<file path="config.mk">
export PLATFORM = sky130hd
export DESIGN_NAME = alu_op_sequencer_flat
export DESIGN_NICKNAME = d
export VERILOG_FILES = /design/src/rtl/alu_op_sequencer_if.sv /design/src/rtl/alu_op_sequencer.sv /design/src/flat_wrapper.sv
export SDC_FILE = /design/constraint.sdc
export NUM_CORES = 1
export LEC_CHECK = 0
export ABC_AREA = 1
export ABC_CLOCK_PERIOD_IN_PS = 1600
export BUFFER_PORTS_ARGS = -buffer_cell sky130_fd_sc_hd__buf_2
export CORE_ASPECT_RATIO = 0.9
export CORE_MARGIN = 2
export CORE_UTILIZATION = 57
export CTS_BUF_LIST = sky130_fd_sc_hd__clkbuf_16
export DETAILED_ROUTE_END_ITERATION = 6
export HOLD_SLACK_MARGIN = 0.06
export PLACE_DENSITY_LB_ADDON = 0.2
export SYNTH_ARGS = -nofsm -noshare
export SYNTH_HDL_FRONTEND = slang
export SYNTH_SLANG_ARGS = --single-unit
</file>
<file path="constraint.sdc">
create_clock -name clk -period 1.6 [get_ports clk]
set_input_delay 0.48 -clock clk [delete_from_list [all_inputs] [get_ports clk]]
set_output_delay 0.48 -clock clk [all_outputs]
set_load 0.01 [all_outputs]
</file>
<file path="src/rtl/alu_op_sequencer_if.sv">
// rtl/alu_op_sequencer_if.sv - pushbutton/switch inputs and ALU-facing outputs of the op sequencer
interface alu_op_sequencer_if #(
    parameter int N = 4
);
    logic         btn;
    logic         hold;
    logic [N-1:0] sw_a;
    logic [N-1:0] sw_b;
    logic [N-1:0] in1;
    logic [N-1:0] in2;
    logic [2:0]   mode;
    logic [7:0]   mode_oh;
    logic         click;
    logic         upd;

    modport master (
        output btn, hold, sw_a, sw_b,
        input  in1, in2, mode, mode_oh, click, upd
    );

    modport slave (
        input  btn, hold, sw_a, sw_b,
        output in1, in2, mode, mode_oh, click, upd
    );
endinterface

</file>
<file path="src/rtl/alu_op_sequencer.sv">
// rtl/alu_op_sequencer.sv - debounced op button, mode counter and registered operands feeding the ALU
module alu_op_sequencer #(
    parameter int N         = 4,
    parameter int DB_CYCLES = 500000
) (
    input  logic              clk,
    input  logic              rst_n,
    alu_op_sequencer_if.slave bus
);
    localparam int            CW       = $clog2(DB_CYCLES) + 1;
    localparam logic [CW-1:0] CNT_LAST = CW'(DB_CYCLES - 1);

    typedef enum logic {RELEASED, PRESSED} press_t;

    press_t        state, state_nx;
    logic          btn_m, btn_s, btn_db;
    logic [CW-1:0] cnt;
    logic [N-1:0]  a_m, a_s, b_m, b_s;
    logic [N-1:0]  in1_q, in2_q, in1_nx, in2_nx;
    logic [2:0]    mode_q, mode_nx;
    logic [7:0]    mode_oh_q;
    logic          click_q, click_nx;
    logic          chg_q, upd_q;

    // Two-flop synchronisers, then a level is accepted only after DB_CYCLES unbroken cycles.
    always_ff @(posedge clk) begin
        if (!rst_n) begin
            btn_m  <= 1'b0;
            btn_s  <= 1'b0;
            a_m    <= '0;
            a_s    <= '0;
            b_m    <= '0;
            b_s    <= '0;
            btn_db <= 1'b0;
            cnt    <= '0;
        end else begin
            btn_m <= bus.btn;
            btn_s <= btn_m;
            a_m   <= bus.sw_a;
            a_s   <= a_m;
            b_m   <= bus.sw_b;
            b_s   <= b_m;
            if (btn_s == btn_db) begin
                cnt <= '0;
            end else if (cnt == CNT_LAST) begin
                btn_db <= btn_s;
                cnt    <= '0;
            end else begin
                cnt <= cnt + CW'(1);
            end
        end
    end

    always_comb begin
        state_nx = state;
        click_nx = 1'b0;
        case (state)
            RELEASED: if (btn_db) begin
                state_nx = PRESSED;
                click_nx = 1'b1;
            end
            PRESSED: if (!btn_db) begin
                state_nx = RELEASED;
            end
        endcase

        mode_nx = mode_q;
        if (click_nx && !bus.hold) begin
            mode_nx = mode_q + 3'd1;
        end
        in1_nx = bus.hold ? in1_q : a_s;
        in2_nx = bus.hold ? in2_q : b_s;
    end

    // chg_q marks the edge where an ALU input moved; upd follows one cycle later.
    always_ff @(posedge clk) begin
        if (!rst_n) begin
            state     <= RELEASED;
            click_q   <= 1'b0;
            mode_q    <= 3'd0;
            mode_oh_q <= 8'h01;
            in1_q     <= '0;
            in2_q     <= '0;
            chg_q     <= 1'b0;
            upd_q     <= 1'b0;
        end else begin
            state     <= state_nx;
            click_q   <= click_nx;
            mode_q    <= mode_nx;
            mode_oh_q <= 8'b1 << mode_nx;
            in1_q     <= in1_nx;
            in2_q     <= in2_nx;
            chg_q     <= (mode_nx != mode_q) || (in1_nx != in1_q) || (in2_nx != in2_q);
            upd_q     <= chg_q;
        end
    end

    assign bus.in1     = in1_q;
    assign bus.in2     = in2_q;
    assign bus.mode    = mode_q;
    assign bus.mode_oh = mode_oh_q;
    assign bus.click   = click_q;
    assign bus.upd     = upd_q;
endmodule

</file>
<file path="src/flat_wrapper.sv">
// flat-port wrapper written by rule: the top's interface ports become plain ports
module alu_op_sequencer_flat 
#(
    parameter int N         = 4,
    parameter int DB_CYCLES = 500000
)
  (clk, rst_n, bus_btn, bus_hold, bus_sw_a, bus_sw_b, bus_in1, bus_in2, bus_mode, bus_mode_oh, bus_click, bus_upd);
  alu_op_sequencer_if #(.N(N)) bus_i ();
  input  logic clk;
  input  logic rst_n;
  input wire logic [$bits(bus_i.btn)-1:0] bus_btn;
  input wire logic [$bits(bus_i.hold)-1:0] bus_hold;
  input wire logic [$bits(bus_i.sw_a)-1:0] bus_sw_a;
  input wire logic [$bits(bus_i.sw_b)-1:0] bus_sw_b;
  output wire logic [$bits(bus_i.in1)-1:0] bus_in1;
  output wire logic [$bits(bus_i.in2)-1:0] bus_in2;
  output wire logic [$bits(bus_i.mode)-1:0] bus_mode;
  output wire logic [$bits(bus_i.mode_oh)-1:0] bus_mode_oh;
  output wire logic [$bits(bus_i.click)-1:0] bus_click;
  output wire logic [$bits(bus_i.upd)-1:0] bus_upd;
  assign bus_i.btn = bus_btn;
  assign bus_i.hold = bus_hold;
  assign bus_i.sw_a = bus_sw_a;
  assign bus_i.sw_b = bus_sw_b;
  assign bus_in1 = bus_i.in1;
  assign bus_in2 = bus_i.in2;
  assign bus_mode = bus_i.mode;
  assign bus_mode_oh = bus_i.mode_oh;
  assign bus_click = bus_i.click;
  assign bus_upd = bus_i.upd;
  alu_op_sequencer #(.N(N), .DB_CYCLES(DB_CYCLES)) u_core (.clk(clk), .rst_n(rst_n), .bus(bus_i));
endmodule
</file>
==> results.md <==
- Status: finished clean
- Die footprint: 0.00509 mm^2
- Worst Skew: 4.74 ps
- Post-DRT Antenna Nets: 0
- Fin. Hold Viols: 0
- Largest net degree at the start of global routing: 20
- Mapped cell area: 0.00258 mm^2
- CP required: 1810 ps
- Top cells by area, synth: dfxtp_1, nand2_1, nor2_1, inv_1, nand3_1
- TritonRoute pass-1 iters: 4
- # DRC: 0
- # rows: 23
- Via-per-instance ratio: 4.64
- Core ar.: 0.00440 mm^2
- Cts hold-fix bufs: 0
- Die Span X: 75.0 um
- Post-synthesis register bit count: 62
- EDFF count, synth: 0
- Avg WL per Cell: 10.8 um
- Max Clk Rate: 0.676 GHz
- FILL cells: 364
- Ys Warns: 0
- First DRT Iteration DRCs: 109
- Layout cells sized above 1: 18.8%
- CTS max path bufs: 2
- Post-CTS sizing: 0
- Most instantiated cells after synthesis: nand2_1, nor2_1, dfxtp_1, inv_1, nand3_1
- Top-count cell post-synth: nand2_1
- Ant. Diodes: 0
- Chip Height: 67.9 um
- Area grow syn2layout: 21.0%
- TritonCTS buffer count: 9
- Clk root buf: clkbuf_16
- Antenna violations before repair: 0
- Fin crit period: 1480 ps
- CTS clock-pin slew for the worst setup and hold paths: 50 ps
- Synthesized instance count: 348
- Final Total Pwr: 3.61 mW
- DRT Wirelength: 4.91 mm
- Place WS: 81.3 ps
- Peak supply drop: 932 uV
- Syn Nets: 362
- Slew of the pin with the lowest slew margin: 283 ps
- Post-CTS setup buffers: 0
- First-pass GRT wire length: 7.87 mm
- Placer congestion estimate: 0.932
- Port Buf Inserts: 32
- Hpwl dp: 3.49 mm
- Pwr Density: 1160 mW/mm^2
- Hold Crit Class: primary input to register
- Mean Syn Cell Area: 7.42 um^2
- Worst hold slack: 334 ps
- Worst-Skew Late Latency: 330 ps
- Setup tns final: 0 ps
- Count of final setup violators: 0
- Vias: 2115
- Yosys cell types: 27
- Crit start category: register
- Final core utilization: 71.0%
- CP max FO: 19
- Slew Limit Fails: 0
- TritonCTS clock tree: yes
- Most used DFF post-synth: dfxtp_1
- Final #Nets: 403
- Sequential area share after synthesis: 48.0%
- Leak: 1.44 nW
- RSZ-0062 raised after global routing: false
- Ys async rst share: 0%
- Gr usage total: 21.4%
- Share of Yosys cell area claimed by the top area cell type: 48.0%
- H-tree depth: 3
- Setup ws final: 121 ps
- Boundary Pins: 33
- Most area-hungry cell type in the Yosys netlist: dfxtp_1
- Vias in the first global route: 1799
- Max-slew headroom: 81.0%
- Tcrit/Tclk final: 92.4%
- Crit. End Element: register
- Total global routing overflow: 0
- CP arrival: 1690 ps
- Sink Count: 62
- CP Class: register to register
- Max Cap Viol: 0
- Initial Util: 58.7%
[final cells by class]
class                      count  area, um^2  area share [%]
clock buffer                   9         225            7.21
multi-input combinational    224        1100            35.1
tap                           62        77.6            2.48
clock inverter                 7        65.1            2.08
sequential                    62        1240            39.7
inverter                      54         203            6.49
timing repair buffer          38         218            6.97
[flip-flops by register name, indices dropped and copies added (netlist names)]
register / count
u_core.a_s: 4
u_core.btn_m: 1
u_core.bus.in1: 4
u_core.a_m: 4
u_core.b_s: 4
u_core.cnt: 20
u_core.bus.upd: 1
u_core.btn_s: 1
u_core.bus.mode: 3
u_core.bus.in2: 4
u_core.bus.mode_oh: 8
u_core.state: 1
u_core.bus.click: 1
u_core.chg_q: 1
u_core.b_m: 4
u_core.btn_db: 1
[per-stage QoR]
stage          instances  cell area, um^2
2_1_floorplan        348             2580
3_3_place_gp         440             2830
3_5_place_dp         440             2830
4_1_cts              456             3120
5_1_grt              456             3130
6_report             456             3130
[kinds of logic after synthesis]
group                    after synthesis  synth area share (%)
AO/OA/AOI/OAI                         17                  4.60
adder cells (fa/ha/maj)                2                 0.968
buffers and inverters                 62                  9.83
AND/OR/NAND/NOR                      193                  32.2
XOR/XNOR                              12                  4.36
flip-flops                            62                  48.0
[worst max-delay path, cell delays in order, from the launching register on]
cell	delay, ps
dfxtp_1	360
ha_2	220
nand2_1	70
nor2_2	160
nand3_2	130
o21ai_4	180
buf_12	180
nor2_1	60
[metal layers]
metal | wire length [um] | part of all wire [%] | global-route usage (%) | vias to the layer above
li1 | - | - | - | 1134
met1 | 2390 | 49 | 26.8 | 931
met4 | 61 | 1.2 | 7.14 | 0
met2 | 2210 | 45 | 32.3 | 42
met5 | 0 | 0 | 0 | -
met3 | 249 | 5.1 | 10.3 | 8
[cells in the final DEF (no fill, tap or decap), types with 2 or more instances in the layout]
master / Yosys / final
nor2_1: 64 / 63
nand3_1: 20 / 20
xnor2_1: 5 / 5
nand2_2: 1 / 2
dfxtp_1: 62 / 62
inv_1: 53 / 53
nor3_1: 4 / 4
a211oi_1: 8 / 8
buf_4: 0 / 5
o21ai_1: 2 / 2
nor2_2: 12 / 13
nand4_1: 3 / 3
a21oi_1: 4 / 4
clkbuf_16: 0 / 9
clkinv_1: 0 / 3
buf_2: 3 / 32
xor2_1: 6 / 6
clkinvlp_4: 0 / 2
nor2_4: 2 / 2
nand2_1: 85 / 84
[worst paths after layout]
check	startpoint	end	slack, ps	depth (start not counted)
max	u_core.cnt[0]	u_core.cnt[9]	120	7
min	bus_sw_b[0]	u_core.b_m[0]	330	3
max reg2reg	u_core.cnt[0]	u_core.cnt[9]	120	7
min reg2reg	u_core.b_m[0]	u_core.b_s[0]	410	2
[where the power goes]
part	total, mW	internal, mW	switching, mW	leakage, nW
sequential	1.60	1.58	0.0178	0.505
clock	1.86	1.19	0.674	0.134
combinational	0.145	0.0594	0.0858	0.796
Note: power is estimated with default switching activity, not from simulation.
